<file path="config.mk">
export PLATFORM = sky130hd
export DESIGN_NAME = arm_ctrl
export DESIGN_NICKNAME = d
export VERILOG_FILES = /design/src/rtl/arm_ctrl_pkg.sv /design/src/rtl/arm_ctrl_timer.sv /design/src/rtl/arm_ctrl.sv
export SDC_FILE = /design/constraint.sdc
export NUM_CORES = 1
export LEC_CHECK = 0
export CAP_MARGIN = 40
export CORE_AREA = 2 2 39 41
export DETAILED_ROUTE_END_ITERATION = 16
export DIE_AREA = 0 0 41 43
export GPL_ROUTABILITY_DRIVEN = 0
export GPL_TIMING_DRIVEN = 0
export PLACE_DENSITY = 0.67
export SLEW_MARGIN = 20
export SYNTH_ARGS = -nofsm -noshare
export SYNTH_HDL_FRONTEND = slang
export SYNTH_SLANG_ARGS = --single-unit
export TNS_END_PERCENT = 100
</file>
<file path="constraint.sdc">
create_clock -name clock -period 2.1 [get_ports clock]
set_input_delay 0.42 -clock clock [delete_from_list [all_inputs] [get_ports clock]]
set_output_delay 0.42 -clock clock [all_outputs]
set_load 0.01 [all_outputs]
</file>
<file path="src/rtl/arm_ctrl_pkg.sv">
// Shared alarm definitions: FSM state encodings and default arming delay,
// common to the arming controller, disarm sequencer and supervisor.
package arm_ctrl_pkg;

  typedef enum logic [2:0] {
    ST_IDLE       = 3'd0,
    ST_WAIT_OPEN  = 3'd1,
    ST_WAIT_CLOSE = 3'd2,
    ST_COUNT      = 3'd3,
    ST_ARMED      = 3'd4
  } arm_state_e;

  localparam int T_ARM_DELAY_DEF = 6;
  localparam int CW_DEF          = 4;

endpackage

</file>
<file path="src/rtl/arm_ctrl_timer.sv">
// Loadable arming down-counter: counts 1 Hz ticks while enabled, never wraps,
// and flags done on the tick that would take it from 1 to 0.
module arm_ctrl_timer
  import arm_ctrl_pkg::*;
#(
  parameter int T_ARM_DELAY = T_ARM_DELAY_DEF,
  parameter int CW          = CW_DEF
) (
  input  logic          clock,
  input  logic          reset,
  input  logic          load,
  input  logic          clr,
  input  logic          cnt_en,
  input  logic          tick,
  output logic [CW-1:0] cnt,
  output logic          done
);

  localparam logic [CW-1:0] LOAD_VAL = CW'(T_ARM_DELAY);
  localparam logic [CW-1:0] ONE      = CW'(1);

  logic [CW-1:0] cnt_d, cnt_q;

  assign done = cnt_en & tick & (cnt_q == ONE);
  assign cnt  = cnt_q;

  always_comb begin
    cnt_d = cnt_q;
    if (clr)                 cnt_d = '0;
    else if (load)           cnt_d = LOAD_VAL;
    else if (cnt_en && tick) cnt_d = (cnt_q > ONE) ? cnt_q - ONE : '0;
  end

  always_ff @(posedge clock) begin
    if (reset) cnt_q <= '0;
    else       cnt_q <= cnt_d;
  end

endmodule

</file>
<file path="src/rtl/arm_ctrl.sv">
// Car alarm arming controller: ignition off -> driver door open -> all doors
// closed -> tick-driven countdown -> armed, with a one-cycle arm pulse.
module arm_ctrl
  import arm_ctrl_pkg::*;
#(
  parameter int T_ARM_DELAY = T_ARM_DELAY_DEF,
  parameter int CW          = CW_DEF
) (
  input  logic          clock,
  input  logic          reset,
  input  logic          en,
  input  logic          ignition,
  input  logic          d_door,
  input  logic          p_door,
  input  logic          tick,
  output logic          arming,
  output logic          armed,
  output logic          arm_pulse,
  output logic [CW-1:0] time_left
);

  arm_state_e state_d, state_q;
  logic       arm_pulse_d, arm_pulse_q;
  logic       load, clr, cnt_en, done;

  always_comb begin
    state_d     = state_q;
    arm_pulse_d = 1'b0;
    load        = 1'b0;
    if (!en || ignition) begin
      state_d = ST_IDLE;
    end else begin
      case (state_q)
        ST_IDLE:       state_d = ST_WAIT_OPEN;
        ST_WAIT_OPEN:  if (d_door) state_d = ST_WAIT_CLOSE;
        ST_WAIT_CLOSE: if (!d_door && !p_door) begin
                         state_d = ST_COUNT;
                         load    = 1'b1;
                       end
        // A door event beats a completing tick in the same cycle
        ST_COUNT:      if (d_door || p_door) state_d = ST_WAIT_CLOSE;
                       else if (done) begin
                         state_d     = ST_ARMED;
                         arm_pulse_d = 1'b1;
                       end
        ST_ARMED:      state_d = ST_ARMED;
        default:       state_d = ST_IDLE;
      endcase
    end
  end

  assign cnt_en = (state_q == ST_COUNT);
  assign clr    = (state_d != ST_COUNT);

  arm_ctrl_timer #(.T_ARM_DELAY(T_ARM_DELAY), .CW(CW)) u_timer (
    .clock  (clock),
    .reset  (reset),
    .load   (load),
    .clr    (clr),
    .cnt_en (cnt_en),
    .tick   (tick),
    .cnt    (time_left),
    .done   (done)
  );

  always_ff @(posedge clock) begin
    if (reset) begin
      state_q     <= ST_IDLE;
      arm_pulse_q <= 1'b0;
    end else begin
      state_q     <= state_d;
      arm_pulse_q <= arm_pulse_d;
    end
  end

  assign arming    = (state_q == ST_COUNT);
  assign armed     = (state_q == ST_ARMED);
  assign arm_pulse = arm_pulse_q;

endmodule

</file>
== Yosys cells after proc, flatten, opt, wreduce, memory -nomap -nowiden ==
Cells that the tools add are included.

* $add $sub $neg: 1
* Magnitude comparators: 1
* Equal/unequal tests: 6
* Multiplexer cells: 13
* Bitwise logic cells: 3
* Reductions and logical operators: 12

{| class="wikitable"
|+ Operator list
! operator !! count
|-
| 2-to-1 mux 3 bit || 7
|-
| one-hot mux 3 bit (5 select lines) || 1
|-
| equality test 3 x 2 -> 1 bit (second input constant) || 2
|-
| equality test 4 x 1 -> 1 bit (second input constant) || 1
|-
| > comparator 4 x 1 -> 1 bit (second input constant) || 1
|-
| 2-to-1 mux 1 bit || 4
|-
| 2-to-1 mux 4 bit || 1
|-
| OR reduction 4 bit || 1
|-
| subtractor 4 x 1 -> 4 bit (second input constant) || 1
|-
| equality test 3 x 1 -> 1 bit (second input constant) || 1
|-
| equality test 3 bit (second input constant) || 1
|-
| zero test 1 bit || 3
|-
| zero test 3 bit || 1
|-
| != test 3 x 2 -> 1 bit (second input constant) || 1
|-
| OR reduction 3 bit || 1
|-
| AND 1 bit || 2
|-
| logical AND 1 bit || 2
|-
| logical OR 1 bit || 2
|-
| nonzero test 2 bit || 1
|-
| OR reduction 2 bit || 1
|-
| NOT 1 bit || 1
|}

* Register bits: 8
* Bits of input ports: 7
* Output and inout bits: 7
* Logic and storage cells: 40

== Depth between registers and ports, before layout ==
* Word-level depth: 9
* Gate-level depth with buffers: 5
* Gate-level depth less buffers: 5

== Cells and area by module ==
Synthesis repeated with hierarchy kept, for this count alone.

* Cells, all modules: 54
* Area, all modules: 475.5 sq um

{| class="wikitable"
|+ Modules (own cells, without submodules)
! module !! times used !! cells each !! area each (sq um) !! seq. area each (sq um)
|-
| arm_ctrl_timer || 1 || 30 || 254.0 || 80.1
|-
| arm_ctrl || 1 || 24 || 221.5 || 80.1
|}

== Least setup slack after synthesis ==
OpenSTA, ideal clock, no wires.

* Path type: register to register
* Start point: reg u_timer.cnt_q[0] (netlist: u_timer.cnt[0])
* End point: reg state_q[1]
* Library setup time: 0.121 ns
* Data arrival time: 1.298 ns
* Data required time: 1.979 ns
* Setup slack: 0.681 ns
* Cell stages (with the launch flop): 5
* Buffers on the path: 0
* Clock period less this slack: 1.419 ns
* Cell sequence: dfxtp_1 > ha_1 > or3b_4 > nand3b_4 > nor3b_1

* Word-level cells in the longest chain between the ends: 6

{| class="wikitable"
|+ RTL lines
! item !! RTL line !! source
|-
| start: declaration || arm_ctrl_timer.sv:22 || <nowiki>logic [CW-1:0] cnt_d, cnt_q;</nowiki>
|-
| start signal: assignment || arm_ctrl_timer.sv:36 || <nowiki>else cnt_q <= cnt_d;</nowiki>
|-
| equality test 4 x 1 -> 1 bit || arm_ctrl_timer.sv:24 || <nowiki>assign done = cnt_en & tick & (cnt_q == ONE);</nowiki>
|-
| AND 1 bit || arm_ctrl_timer.sv:24 ||
|-
| 2-to-1 mux 3 bit || arm_ctrl.sv:42 || <nowiki>else if (done) begin</nowiki>
|-
| 2-to-1 mux 3 bit || arm_ctrl.sv:41 || <nowiki>ST_COUNT: if (d_door || p_door) state_d = ST_WAIT_CLOSE;</nowiki>
|-
| one-hot mux 3 bit (5 select lines) || arm_ctrl.sv:33 || <nowiki>case (state_q)</nowiki>
|-
| 2-to-1 mux 3 bit || arm_ctrl.sv:30 || <nowiki>if (!en || ignition) begin</nowiki>
|-
| end signal: assignment || arm_ctrl.sv:71 || <nowiki>state_q <= state_d;</nowiki>
|-
| end: declaration || arm_ctrl.sv:22 || <nowiki>arm_state_e state_d, state_q;</nowiki>
|}

No other way between the ends.
A chain may end at the register's enable or synchronous reset.

== Worst setup path in the final report ==
* Start point: reg state_q[2]
* End point: out armed

* Word-level cells in the longest chain between the ends: 1

{| class="wikitable"
|+ RTL lines
! item !! RTL line !! source
|-
| equality test 3 bit || arm_ctrl.sv:77 || <nowiki>assign armed = (state_q == ST_ARMED);</nowiki>
|-
| end: declaration || arm_ctrl.sv:17 || <nowiki>output logic armed,</nowiki>
|}

No other way between the ends.

==> results.cfg <==
[worst_setup_path]
endpoint_kind = primary output
r2r-start = u_timer.cnt[0]$_SDFFE_PP0P_
cpPeakStageDelay_ps = 500
rrSetupSlack_ps = 610
startpoint_type = flip-flop
crit_chain = inv_1 -> or3_2 -> inv_1 -> dlygate4sd2_1
cp_data_arrival_time_ps = 1550
worst-path-max-fanout = 5
r2r_cells = 4
cpMostUsedCell = inv_1
critPathRequiredTime_ps = 1680
r2r_end = u_timer.cnt[1]$_SDFFE_PP0P_
endpoint = armed
startpoint = state_q[2]$_SDFF_PP0_
path_class = flip-flop to primary output
crit_slowest_cell = or3_2

[place]
post_dp_cell_area_sq_um = 623
port_buffers = 13
dp_hpwl_um = 816

[global_route]
overflow = 0
grt_pass1_vias = 445
grt_max_degree = 9
antenna_found_initial = 0
track_usage = 0.151
grt_pass1_wl_um = 1820

[timing]
finalSetupTns_ps = 0
rsz0062_at_grt = false
worst_slew_pin_slew_ps = 373
slew_violations = 0
clock_skew_ps = 3.20
max_slew_margin = 0.751
clock.fmax_mhz = 508
setup_viol = 0
hold_slack_ps = 527
finalCritPeriodShare = 0.937
finalCriticalPeriod_ps = 1970
hold_viol = 0

[floorplanning]
pin_count = 14
die_area_sq_mm = 0.00176
start_util = 0.342
dieWidth_um = 41
num_rows = 14
core_sq_mm = 0.00138
die_h_um = 43

[yosys]
synth.area.top_cells = dfxtp_1 34%, nand4b_1 5.6%, ha_1 5.3%, inv_1 4.8%, nor3b_1 4.8%
muxShareOfSynthArea = 0
synth_top_area_share = 0.339
yosysMostFrequentCell = dfxtp_1
ys_warn_count = 0
synthCells = 54
synth.avg_cell_area_sq_um = 8.76
yosysUniqueCellTypes = 24
yosys_register_bits = 8
synthArstFlopShare = 0
ys.flop_type = dfxtp_1
synth_fa_ha_area_frac = 0.0529
synth_largest_area_cell = dfxtp_1
synth_edf_count = 0
synth_compound_area_frac = 0.180
synth_xor_xnor_area_share = 0
ys_seq_area_frac = 0.339
yosys.area_share.simple = 0.381
syn_nets = 63
synth_top_family_by_area = simple AND/OR/NAND/NOR gates
synth_commonest_cells = 8 x dfxtp_1, 6 x inv_1, 5 x nor2_1
netlist_area_sq_um = 473

[status]
status = completed

[routing]
antenna_left = 0
routed_wl_um = 1090
vias_per_cell = 5.47
dr.pass1.iters = 4
num_vias = 470
wl_per_cell_um = 12.7
drtIter0Drc = 9
drc_errors = 0

[layout]
diodes = 0
finalNetCount = 81
finalInstanceArea_sq_um = 644
layout-drive-gt1-share = 0.143
areaGrowthSynthToFinish_pct = 36.2

[cts]
post_cts_buffers = 0
ctsRootBufferMaster = clkbuf_4
path_clk_slew_ps = 50
numCtsBuffers = 3
cts.sinks = 8
clock_path_buffers = 2
cts_tree = built
cts.htree.levels = 1
insertion_delay_ps = 250

[power_and_ir_drop]
power.density_mw_per_mm2 = 453
power.leakage_nw = 0.237
ir_worst_vdd_v = 0.000341

[job]
cap_violations = 0

[hold_path]
min_path_type = flip-flop to flip-flop
holdPathStages = 2
[state kept, by name, indices dropped and copies added, names as in the netlist]
name         count
u_timer.cnt      4
arm_pulse        1
state_q          3
[logic make-up after synthesis]
logic type / after synthesis
AND/OR/NAND/NOR: 26
AO/OA/AOI/OAI: 12
flip-flops: 8
buffers and inverters: 6
adder cells (fa/ha/maj): 2
[metrics by stage]
step / utilization / std cells / power, mW / worst slack [ps]
finish: 0.466 / 86 / 0.292 / 132
global route: 0.466 / 86 / 0.307 / 36.6
CTS: 0.466 / 86 / 0.298 / 107
detailed placement: 0.450 / 83 / 0.178 / 155
global placement: 0.450 / 83 / 0.178 / 159
floorplan: - / 54 / 0.163 / 681
[worst min-delay path by stage]
stage | startpoint | end | slack [ps]
floorplan | u_timer.cnt[0]$_SDFFE_PP0P_ | u_timer.cnt[0]$_SDFFE_PP0P_ | 530
global placement | u_timer.cnt[0]$_SDFFE_PP0P_ | u_timer.cnt[0]$_SDFFE_PP0P_ | 520
detailed placement | u_timer.cnt[0]$_SDFFE_PP0P_ | u_timer.cnt[0]$_SDFFE_PP0P_ | 530
CTS | u_timer.cnt[0]$_SDFFE_PP0P_ | u_timer.cnt[0]$_SDFFE_PP0P_ | 530
global route | u_timer.cnt[1]$_SDFFE_PP0P_ | u_timer.cnt[1]$_SDFFE_PP0P_ | 570
finish | u_timer.cnt[0]$_SDFFE_PP0P_ | u_timer.cnt[0]$_SDFFE_PP0P_ | 530
[area by class of cell]
class / instances / area [sq um]
multi-input combinational: 40 / 290
inverter: 6 / 22.5
sequential: 8 / 160
fill: 142 / 739
clock buffer: 3 / 22.5
timing repair buffer: 13 / 129
tap: 16 / 20.0
[timing repair]
action,in CTS,in global routing
hold buffers,0,0
gates resized for setup,1,0
endpoints found under the setup margin,1,0
[routing by layer]
metal | GRT usage | vias up | part of all wire
met3 | 0.0942 | 0 | 0.065
met4 | 0 | 0 | 0
met2 | 0.247 | 16 | 0.48
li1 | - | 234 | -
met5 | 0 | - | 0
met1 | 0.171 | 220 | 0.45
[worst max-delay path, delay by kind of cell, from the launching register on]
| kind | cells | cell delay [ps] |
|---|---|---|
| buf+inv | 3 | 430 |
| simple gates | 1 | 500 |
| flops | 1 | 370 |
[report_power, final]
group | total [mW] | switching (mW) | internal, mW
Clock | 0.116 | 0.0510 | 0.0653
Sequential | 0.155 | 0.00171 | 0.153
Combinational | 0.0208 | 0.00759 | 0.0132
Total | 0.292 | 0.0603 | 0.231
[cell usage in the layout (no fill, tap or decap), types with 3 or more instances in the layout]
master	Yosys	layout
nand4b_1	3	3
nor2_1	5	5
nor3b_1	3	3
clkdlybuf4s50_1	0	12
dfxtp_1	8	8
nand2_1	4	4
inv_1	6	6
clkbuf_4	0	3
a21oi_1	3	3
No activity file was read; power rests on OpenSTA's default activity.
